--- src/rtl/instruction_fetch_pkg.sv ---
// Shared fetch/decode definitions: RISC-V opcode constants, the fetch FSM
// state encoding and the 65-bit fetch-queue entry layout {pred, pc, instr}.
package instruction_fetch_pkg;

   localparam int unsigned XLEN = 32;

   localparam logic [6:0] OPC_JAL    = 7'b1101111;
   localparam logic [6:0] OPC_BRANCH = 7'b1100011;

   typedef enum logic [1:0] {
      ST_IDLE    = 2'd0,
      ST_WAIT    = 2'd1,
      ST_DISCARD = 2'd2
   } fetch_state_e;

   typedef struct packed {
      logic            pred;
      logic [XLEN-1:0] pc;
      logic [XLEN-1:0] instr;
   } fetch_entry_t;

endpackage

--- src/rtl/fetch_queue.sv ---
// Circular FIFO of fetched words between the fetch FSM and the decoder.
// Ports: clk_in/rst_in (sync, active-low), en_in (global hold when 0),
//        push/push_data, pop, flush (empties the queue, wins over push/pop),
//        full, empty, head_data (all-zero while empty).
module fetch_queue
   import instruction_fetch_pkg::*;
#(
   parameter int unsigned QUEUE_DEPTH = 4,
   parameter int unsigned QUEUE_WIDTH = 2
) (
   input  logic         clk_in,
   input  logic         rst_in,
   input  logic         en_in,
   input  logic         push,
   input  fetch_entry_t push_data,
   input  logic         pop,
   input  logic         flush,
   output logic         full,
   output logic         empty,
   output fetch_entry_t head_data
);

   logic [QUEUE_WIDTH-1:0] head_q, head_d;
   logic [QUEUE_WIDTH-1:0] tail_q, tail_d;
   logic [QUEUE_WIDTH:0]   count_q, count_d;
   fetch_entry_t           mem_q [QUEUE_DEPTH];
   fetch_entry_t           mem_d [QUEUE_DEPTH];
   logic                   do_push;
   logic                   do_pop;

   assign full      = (count_q == (QUEUE_WIDTH+1)'(QUEUE_DEPTH));
   assign empty     = (count_q == '0);
   // Zeroed head keeps decoder outputs clean after reset and flush
   assign head_data = empty ? '0 : mem_q[head_q];

   // Pointer/count update; pointers wrap naturally since depth is a power of 2
   always_comb begin
      head_d  = head_q;
      tail_d  = tail_q;
      count_d = count_q;
      mem_d   = mem_q;
      do_push = push && !full;
      do_pop  = pop && !empty;
      if (flush) begin
         head_d  = '0;
         tail_d  = '0;
         count_d = '0;
      end else begin
         if (do_push) begin
            mem_d[tail_q] = push_data;
            tail_d        = tail_q + QUEUE_WIDTH'(1);
         end
         if (do_pop) begin
            head_d = head_q + QUEUE_WIDTH'(1);
         end
         case ({do_push, do_pop})
            2'b10:   count_d = count_q + (QUEUE_WIDTH+1)'(1);
            2'b01:   count_d = count_q - (QUEUE_WIDTH+1)'(1);
            default: count_d = count_q;
         endcase
      end
   end

   always_ff @(posedge clk_in) begin
      if (!rst_in) begin
         head_q  <= '0;
         tail_q  <= '0;
         count_q <= '0;
         mem_q   <= '{default: '0};
      end else if (en_in) begin
         head_q  <= head_d;
         tail_q  <= tail_d;
         count_q <= count_d;
         mem_q   <= mem_d;
      end
   end

endmodule

--- src/rtl/instruction_fetch.sv ---
// Fetch stage: owns the fetch PC, issues one outstanding instruction read at a
// time, statically predicts the next PC (JAL and backward branches taken) and
// queues fetched words for the decoder.
// Ports: clk_in, rst_in (sync, active-low), rdy_in (global hold),
//        clear/redirect_pc (ROB flush), mem_req/mem_addr (read request),
//        mem_valid/mem_data (read response),
//        dec_valid/dec_ready/dec_pc/dec_instr/dec_pred_taken (decoder side).
module instruction_fetch
   import instruction_fetch_pkg::*;
#(
   parameter int unsigned QUEUE_DEPTH = 4,
   parameter int unsigned QUEUE_WIDTH = 2
) (
   input  logic            clk_in,
   input  logic            rst_in,
   input  logic            rdy_in,
   input  logic            clear,
   input  logic [XLEN-1:0] redirect_pc,
   output logic            mem_req,
   output logic [XLEN-1:0] mem_addr,
   input  logic            mem_valid,
   input  logic [XLEN-1:0] mem_data,
   output logic            dec_valid,
   input  logic            dec_ready,
   output logic [XLEN-1:0] dec_pc,
   output logic [XLEN-1:0] dec_instr,
   output logic            dec_pred_taken
);

   fetch_state_e    state_q, state_d;
   logic [XLEN-1:0] pc_q, pc_d;
   logic            mem_req_q, mem_req_d;
   logic [XLEN-1:0] mem_addr_q, mem_addr_d;

   logic [XLEN-1:0] jal_imm;
   logic [XLEN-1:0] br_imm;
   logic [XLEN-1:0] next_pc_c;
   logic            pred_c;

   logic            q_push;
   logic            q_pop;
   logic            q_full;
   logic            q_empty;
   fetch_entry_t    push_entry;
   fetch_entry_t    q_head;

   // Static next-PC prediction from the returning word
   always_comb begin
      jal_imm   = {{11{mem_data[31]}}, mem_data[31], mem_data[19:12],
                   mem_data[20], mem_data[30:21], 1'b0};
      br_imm    = {{19{mem_data[31]}}, mem_data[31], mem_data[7],
                   mem_data[30:25], mem_data[11:8], 1'b0};
      pred_c    = 1'b0;
      next_pc_c = pc_q + XLEN'(4);
      if (mem_data[6:0] == OPC_JAL) begin
         pred_c    = 1'b1;
         next_pc_c = pc_q + jal_imm;
      end else if (mem_data[6:0] == OPC_BRANCH && mem_data[31]) begin
         pred_c    = 1'b1;
         next_pc_c = pc_q + br_imm;
      end
   end

   // Fetch FSM; clear overrides every other transition
   always_comb begin
      state_d          = state_q;
      pc_d             = pc_q;
      mem_req_d        = 1'b0;
      mem_addr_d       = mem_addr_q;
      q_push           = 1'b0;
      push_entry.pred  = pred_c;
      push_entry.pc    = pc_q;
      push_entry.instr = mem_data;
      if (clear) begin
         pc_d = redirect_pc;
         // A response arriving with the clear is dropped right here
         state_d = (state_q == ST_WAIT && !mem_valid) ? ST_DISCARD : ST_IDLE;
      end else begin
         case (state_q)
            ST_IDLE: begin
               if (!q_full) begin
                  state_d    = ST_WAIT;
                  mem_req_d  = 1'b1;
                  mem_addr_d = pc_q;
               end
            end
            ST_WAIT: begin
               if (mem_valid) begin
                  q_push  = 1'b1;
                  pc_d    = next_pc_c;
                  state_d = ST_IDLE;
               end
            end
            ST_DISCARD: begin
               if (mem_valid) begin
                  state_d = ST_IDLE;
               end
            end
            default: state_d = ST_IDLE;
         endcase
      end
   end

   always_ff @(posedge clk_in) begin
      if (!rst_in) begin
         state_q    <= ST_IDLE;
         pc_q       <= '0;
         mem_req_q  <= 1'b0;
         mem_addr_q <= '0;
      end else if (rdy_in) begin
         state_q    <= state_d;
         pc_q       <= pc_d;
         mem_req_q  <= mem_req_d;
         mem_addr_q <= mem_addr_d;
      end
   end

   assign q_pop = dec_ready && !q_empty;

   fetch_queue #(
      .QUEUE_DEPTH (QUEUE_DEPTH),
      .QUEUE_WIDTH (QUEUE_WIDTH)
   ) u_queue (
      .clk_in    (clk_in),
      .rst_in    (rst_in),
      .en_in     (rdy_in),
      .push      (q_push),
      .push_data (push_entry),
      .pop       (q_pop),
      .flush     (clear),
      .full      (q_full),
      .empty     (q_empty),
      .head_data (q_head)
   );

   assign mem_req        = mem_req_q;
   assign mem_addr       = mem_addr_q;
   assign dec_valid      = !q_empty;
   assign dec_pc         = q_head.pc;
   assign dec_instr      = q_head.instr;
   assign dec_pred_taken = q_head.pred;

endmodule

--- config.mk ---
export PLATFORM = sky130hd
export DESIGN_NAME = instruction_fetch
export DESIGN_NICKNAME = d
export VERILOG_FILES = /design/src/rtl/instruction_fetch_pkg.sv /design/src/rtl/fetch_queue.sv /design/src/rtl/instruction_fetch.sv
export SDC_FILE = /design/constraint.sdc
export NUM_CORES = 1
export LEC_CHECK = 0
export CAP_MARGIN = 0
export CORE_MARGIN = 5
export CORE_UTILIZATION = 60
export CTS_CLUSTER_DIAMETER = 40
export CTS_CLUSTER_SIZE = 8
export DETAILED_ROUTE_END_ITERATION = 10
export PLACE_DENSITY = 0.83
export RECOVER_POWER = 50
export SYNTH_ARGS = -nofsm -noshare
export SYNTH_HDL_FRONTEND = slang
export SYNTH_SLANG_ARGS = --single-unit
--- constraint.sdc ---
create_clock -name clk_in -period 5.09 [get_ports clk_in]
set_input_delay 1.018 -clock clk_in [delete_from_list [all_inputs] [get_ports clk_in]]
set_output_delay 1.018 -clock clk_in [all_outputs]
set_load 0.005 [all_outputs]
==> results.ini, run 1 <==
[status]
run_status=complete, but fails checks
violations=capacitance limit, slew limit

[hold_path]
worst_hold_path.endpoint=u_queue.mem_q[114]
hp-class=flip-flop to flip-flop
count_of_cells_along_the_worst_hold_path=2
min-delay-start=u_queue.mem_q[114]

[synthesis]
synthesis.yosys.warnings=0
ys_async_sr_fraction_pct=0
synth.ff_latch_count=334
postSynth.topFlopCell=sky130_fd_sc_hd__dfxtp_1
synth_sequential_area_ratio_pct=37.20
edff_count_synth=0
syn-mean-instance-area_um2=7.935
synth_area_um2=17970
synthDistinctLibCells=71
mappedNetlistNets=2388
syn_inst=2265

[worst_setup_path]
worst_setup_path_end_kind=flip-flop
worst_path_bufs_invs=2
cp_cell_sequence=buf_2 -> clkbuf_1 -> nand2_1 -> o211ai_1
timing.reg2reg.setup_slack_ns=1.22
required_time_of_the_critical_path_ns=5.56
worst_path_largest_cell_delay_ns=2.70
r2r_end=pc_q[21]
timing.reg2reg.worst_path_depth=12
regToRegStartpoint=pc_q[1]
cp_top_family=buffers and inverters
startpoint_type=input port
critPathKind=input port to flip-flop
critPathSlowestCell=sky130_fd_sc_hd__clkbuf_1
crit_path_max_fanout=87
wp_data_arrival_ns=5.04

[die]
core_um2=29640
rows=63
die_height_um=183.1
floorplan.die_area_um2=33510
initial_standard_cell_utilization_of_the_core_pct=60.64
die_width_um=183.1
floorplan.io_pins=169

[drt]
drtAntennaViolNets=0
routed_length_per_instance_um=21.34
initialDrtViolationCount=1734
vias_per_cell=6.335
route.final.wire_length_mm=58.59
drt_first_pass_iters=7
drc_errors=0
routed-via-count=17390

[sta]
maxSlewHeadroom_pct=-152.6
timing.fmax_ghz=0.2187
totalNegativeSetupSlack_ns=0
slew_viol_final=122
timing_worst_slew_pin_value_ns=3.790
final.setup_skew_ns=0.01690
layout_min_cycle_time_ns=4.573
finalSetupViolCount=0
timing_hold_violations_final=0
timing.final.crit_share_pct=89.85
rsz0062_at_grt=false

[cts]
cts.sinks=334
cts.repair_timing.setup_buffer_count=0
cts_buffer_depth=3
cts_htree_levels=2
cts_root_buf=sky130_fd_sc_hd__clkbuf_16
worst_skew_pair.late_latency_ns=0.57
path_clk_slew_ns=0.05
cts_bufs_inserted=54
tritoncts=done
ctsHoldBuffers=0
post_cts_resize_count=0

[power_and_ir_drop]
netSwitchingPower_w=0.001675
seqPwrFrac_pct=40.4
p_int_w=0.005046
cellPowerDensity_nw_per_um2=314.8
portion_of_total_power_attributed_to_the_clock_network_pct=50.1
highest_ir_drop_seen_on_vdd_v=0.0002446
power_frac_comb_pct=9.5
post-layout-total-power_w=0.006721
p_sw_share_pct=24.92
power.leakage_nw=7.555

[grt]
grt_pass1_vias=17050
grt_pass1_wl_mm=91.56
grtUsageTotal_pct=33.63
overflow=0
antenna_found_initial=0
grt_start_max_net_pins=122

[finish]
insertedDiodeCount=0
final_cell_mix=sky130_fd_sc_hd__nand2_1 (669), sky130_fd_sc_hd__dfxtp_1 (332), sky130_fd_sc_hd__a21oi_1 (280)
layout_commonest_cell=sky130_fd_sc_hd__nand2_1
layout_cell_share_with_drive_strength_beyond_1_pct=8.068
area_growth_synth_to_finish_pct=18.81
num-nets-final=2456

[place]
io_buf_count=168
gp_routability_congestion=0.9891
post-dp-hpwl_mm=37.80

[flow_run]
cap_viol_max_count=2

## final cells by class
class	instances	area, µm²
Clock inverter	12	170.2
Clock buffer	66	1468
Timing Repair Buffer	201	1966
Tap cell	390	488.0
Fill cell	2278	8285
Multi-Input combinational cell	1710	10450
Sequential cell	334	6691
Inverter	32	125.1
## how the worst max path moves through the flow
stage                 startpoint  endpoint  slack, ns  depth (start not counted)
finish                    rst_in  pc_q[20]       0.52                          4
CTS                 mem_data[21]  pc_q[21]       1.03                         13
global route              rst_in  pc_q[20]       0.39                          4
floorplan           mem_data[21]  pc_q[21]       1.51                         12
detailed placement  mem_data[21]  pc_q[21]       0.46                         13
global placement    mem_data[21]  pc_q[21]       0.54                         13
## state kept, by name, indices dropped and copies added, names as in the netlist
register	flops
u_queue.mem_q	260
mem_addr	32
pc_q	32
u_queue.count_q	3
state_q	2
u_queue.head_q	2
u_queue.tail_q	2
mem_req	1
## tightest hold or removal path: stages (launching register included)
cell and delay (ns):
sky130_fd_sc_hd__dfxtp_1 0.30, sky130_fd_sc_hd__nand2_1 0.05, sky130_fd_sc_hd__a21oi_1 0.05
## cells by family (layout without fill, tap and decap cells)
family                   Yosys count  in the layout  synth area share [%]
flip-flops                       334            334                 37.20
adder cells (fa/ha/maj)           53             53                 3.815
AO/OA/AOI/OAI                    589            589                 20.63
multiplexers                      72             72                 8.535
XOR/XNOR                          58             58                 2.827
buffers and inverters            221            311                 4.748
AND/OR/NAND/NOR                  938            938                 22.24
## cells in the mapped netlist, types with 6 or more instances
cell type,n,share of area [%]
sky130_fd_sc_hd__a211oi_1,17,0.71
sky130_fd_sc_hd__a21boi_0,83,3.5
sky130_fd_sc_hd__a21o_1,21,0.88
sky130_fd_sc_hd__a21oi_1,280,7.8
sky130_fd_sc_hd__a221oi_1,9,0.44
sky130_fd_sc_hd__a22oi_1,6,0.25
sky130_fd_sc_hd__a31oi_1,14,0.49
sky130_fd_sc_hd__and2_1,75,2.6
sky130_fd_sc_hd__and3_1,15,0.52
sky130_fd_sc_hd__buf_1,32,0.67
sky130_fd_sc_hd__clkbuf_1,152,3.2
sky130_fd_sc_hd__dfxtp_1,334,37
sky130_fd_sc_hd__ha_1,50,3.5
sky130_fd_sc_hd__inv_1,32,0.67
sky130_fd_sc_hd__mux2i_1,7,0.39
sky130_fd_sc_hd__mux4_2,65,8.1
sky130_fd_sc_hd__nand2_1,672,14
sky130_fd_sc_hd__nand2b_1,9,0.31
sky130_fd_sc_hd__nand3_1,28,0.78
sky130_fd_sc_hd__nand4_1,13,0.45
sky130_fd_sc_hd__nor2_1,69,1.4
sky130_fd_sc_hd__nor2b_1,12,0.42
sky130_fd_sc_hd__nor3_1,12,0.33
sky130_fd_sc_hd__o211ai_1,17,0.71
sky130_fd_sc_hd__o21ai_0,58,1.6
sky130_fd_sc_hd__o21bai_1,12,0.50
sky130_fd_sc_hd__o221ai_1,7,0.34
sky130_fd_sc_hd__or3_1,9,0.31
sky130_fd_sc_hd__xnor2_1,38,1.9
sky130_fd_sc_hd__xor2_1,20,0.97
## metrics by stage
step / utilization [%] / instance area, µm² / instances / worst slack [ns] / hold WS, ns
2_1_floorplan: - / 17970 / 2265 / 1.512 / 0.4331
3_3_place_gp: 66.60 / 19740 / 2667 / 0.5360 / 0.4386
3_5_place_dp: 66.60 / 19740 / 2667 / 0.4649 / 0.4455
4_1_cts: 72.13 / 21380 / 2745 / 1.031 / 0.4516
5_1_grt: 72.04 / 21350 / 2745 / 0.3879 / 0.4637
6_report: 72.04 / 21350 / 2745 / 0.5167 / 0.4491
## power groups by stage
| stage | sequential, W | clock (W) | combinational, W |
|---|---|---|---|
| 3_3_place_gp | 0.00276 | 0 | 0.000615 |
| 4_1_cts | 0.00271 | 0.00338 | 0.000624 |
| 5_1_grt | 0.00272 | 0.00351 | 0.000685 |
| 3_5_place_dp | 0.00277 | 0 | 0.000618 |
| 2_1_floorplan | 0.00271 | 0 | 0.000434 |
| 6_report | 0.00272 | 0.00337 | 0.000637 |
## metal layers
metal  part of all wire [%]  global-route usage [%]
met1                     40                   44.07
met3                    8.9                   5.058
met2                     47                   55.96
met4                    4.1                   13.89
met5                      0                       0
Power figures use the tool's default switching activity.
==> run 2, diff against run 1 <==
--- a/config.mk
+++ b/config.mk
@@ -7,11 +7,11 @@
 export LEC_CHECK = 0
 export CAP_MARGIN = 0
 export CORE_MARGIN = 5
-export CORE_UTILIZATION = 60
+export CORE_UTILIZATION = 58
 export CTS_CLUSTER_DIAMETER = 40
 export CTS_CLUSTER_SIZE = 8
 export DETAILED_ROUTE_END_ITERATION = 10
-export PLACE_DENSITY = 0.83
+export PLACE_DENSITY = 0.81
 export RECOVER_POWER = 50
 export SYNTH_ARGS = -nofsm -noshare
 export SYNTH_HDL_FRONTEND = slang
==> constraint.sdc (replaced) <==
create_clock -name clk_in -period 5.2 [get_ports clk_in]
set_input_delay 1.04 -clock clk_in [delete_from_list [all_inputs] [get_ports clk_in]]
set_output_delay 1.04 -clock clk_in [all_outputs]
set_load 0.005 [all_outputs]
==> run 2 against run 1 <==
- the flow still finishes with violations (capacitance limit, slew limit)
- critical endpoint unchanged
- sequential power down 2%
- non-clock buffer count is the same
- register-to-register slack gained 0.06 ns
- clock-buffer cell count is 2 lower
- via count up 0.40%
- first-iteration DRC count rose by 2.5%
- total power decreased by 3.0%
- combinational power decreased by 3%
- setup slack got worse by 0.011 ns
- sequential cell count is the same
- design area is essentially flat
- worst hold slack better by 0.0020 ns
==> results.ini, run 2 (synthesis gave the netlist of run 1 again) <==
[status]
run_status=complete, but fails checks
violations=capacitance limit, slew limit

[place]
post-dp-hpwl_mm=38.42  ; +1.6%
post_dp_cell_area_um2=19780  ; +0.23%
io_buf_count=168  ; unchanged
gp_routability_congestion=0.9990  ; +1.0%

[drt]
vias_per_cell=6.349  ; +0.22%
initialDrtViolationCount=1778  ; +2.5%
routed-via-count=17460  ; +0.40%
routed_length_per_instance_um=21.20  ; -0.65%
drt_first_pass_iters=9  ; +2
drc_errors=0  ; unchanged
drtAntennaViolNets=0  ; unchanged
route.final.wire_length_mm=58.31  ; -0.47%

[finish]
sequential_cell_area_in_the_final_layout_um2=6691  ; unchanged
num-nets-final=2456  ; unchanged
layout_commonest_cell=sky130_fd_sc_hd__nand2_1
multi_input_area_um2=10440  ; about the same
fin_area_um2=21360  ; about the same
insertedDiodeCount=0  ; unchanged
area_growth_synth_to_finish_pct=18.87  ; about the same
layout_cell_share_with_drive_strength_beyond_1_pct=8.114  ; +0.046 points
end_of_flow_core_utilization_pct=69.84  ; -2.2 points
max_reg_flops=260  ; unchanged
final_cell_mix=sky130_fd_sc_hd__nand2_1 (670), sky130_fd_sc_hd__dfxtp_1 (332), sky130_fd_sc_hd__a21oi_1 (280)
n_fill_cell=2440  ; +7.1%
registers.top_by_ff_count=u_queue.mem_q

[sta]
totalNegativeSetupSlack_ns=0  ; unchanged
final.setup_skew_ns=0.02026  ; +0.003369 ns
timing_hold_violations_final=0  ; unchanged
layout_min_cycle_time_ns=4.695
timing.fmax_ghz=0.2130
finalSetupViolCount=0  ; unchanged
rsz0062_at_grt=false
slew_viol_final=83  ; -32%
timing_worst_slew_pin_value_ns=2.647  ; -1.143 ns
timing.final.crit_share_pct=90.28
maxSlewHeadroom_pct=-76.44  ; +76 points

[cts]
cts.sinks=334  ; unchanged
cts_bufs_inserted=54  ; unchanged
worst_skew_pair.late_latency_ns=0.57  ; about the same
path_clk_slew_ns=0.05  ; about the same
cts_buffer_depth=3  ; unchanged
cts_htree_levels=2  ; unchanged
post_cts_resize_count=0  ; unchanged
cts.repair_timing.setup_buffer_count=0  ; unchanged
cts_root_buf=sky130_fd_sc_hd__clkbuf_16
ctsHoldBuffers=0  ; unchanged
tritoncts=done

[die]
die_width_um=186.0  ; +1.6%
die_height_um=186.0  ; +1.6%
core_um2=30590  ; +3.2%
initial_standard_cell_utilization_of_the_core_pct=58.75  ; -1.9 points
rows=64  ; +1.6%
floorplan.io_pins=169  ; unchanged
floorplan.die_area_um2=34610  ; +3.3%

[grt]
grt.busiest_layer=met2
grt_use_met2_pct=54.99  ; -0.97 points
grt_start_max_net_pins=96  ; -21%
grt_pass1_wl_mm=91.62  ; about the same
grtUsageTotal_pct=32.99  ; -0.63 points
overflow=0  ; unchanged
met1_usage_pct=42.06  ; -2.0 points
antenna_found_initial=1  ; +1
globalRouteMet3Util_pct=5.902  ; +0.84 points
grt_pass1_vias=17290  ; +1.4%

[power_and_ir_drop]
highest_ir_drop_seen_on_vdd_v=0.0002395  ; -2.1%
power.leakage_nw=7.567  ; +0.16%
cellPowerDensity_nw_per_um2=305.3  ; -3.0%

[worst_setup_path]
required_time_of_the_critical_path_ns=5.69  ; +0.13 ns
critPathKind=input port to flip-flop
wp_data_arrival_ns=5.19  ; +0.15 ns
startpoint_type=input port
worst_setup_path_end_kind=flip-flop
crit_path_max_fanout=59  ; -32%

[hold_path]
hp-class=flip-flop to flip-flop

[flow_run]
cap_viol_max_count=2  ; unchanged

[run 2: worst paths after layout]
path,startpoint,end,slack (ns),depth (start not counted)
max,clear,pc_q[20],0.51,10
min,u_queue.mem_q[206],u_queue.mem_q[206],0.45,2
max reg2reg,pc_q[1],pc_q[21],1.28,12
min reg2reg,u_queue.mem_q[206],u_queue.mem_q[206],0.45,2
[run 2: per-stage QoR]
step           hold WS, ns  instances  setup WS [ns]  total power [W]
6_report            0.4511       2750         0.5052         0.006523
5_1_grt             0.4672       2750         0.3980         0.006703
4_1_cts             0.4519       2750          1.042         0.006521
3_5_place_dp        0.4455       2673         0.5494         0.003309
3_3_place_gp        0.4385       2673         0.6081         0.003303
2_1_floorplan       0.4331       2265          1.600         0.003078
[run 2: layout make-up]
class,count,area share [%]
clock buffers,64,6.835
clock inverters,13,0.6853
inverters,32,0.5857
multi-input cells,1710,48.88
flip-flops and latches,334,31.32
well taps,396,2.319
repair buffers,201,9.371
[run 2: where the power goes]
| group | switching [W] | leakage, nW | internal, W | total (W) |
|---|---|---|---|---|
| logic | 0.000375 | 4.08 | 0.000243 | 0.000618 |
| clock network | 0.00119 | 0.789 | 0.00205 | 0.00324 |
| registers | 0.0000697 | 2.70 | 0.00259 | 0.00266 |
[run 2: layer usage]
layer	up-vias	wire (µm)
li1	7930	-
met1	8329	22600
met2	945	27310
met3	254	5438
met4	2	2948
met5	-	13
[run 2: critical path, stage by stage]
cell and delay (ns):
sky130_fd_sc_hd__buf_2 0.12, sky130_fd_sc_hd__clkbuf_1 1.88, sky130_fd_sc_hd__o21a_1 0.31, sky130_fd_sc_hd__buf_4 0.28, sky130_fd_sc_hd__nand2_1 0.27, sky130_fd_sc_hd__nor2_1 0.45, sky130_fd_sc_hd__o21ai_0 0.32, sky130_fd_sc_hd__a211oi_1 0.27
sky130_fd_sc_hd__o21ai_0 0.12, sky130_fd_sc_hd__o211ai_1 0.11
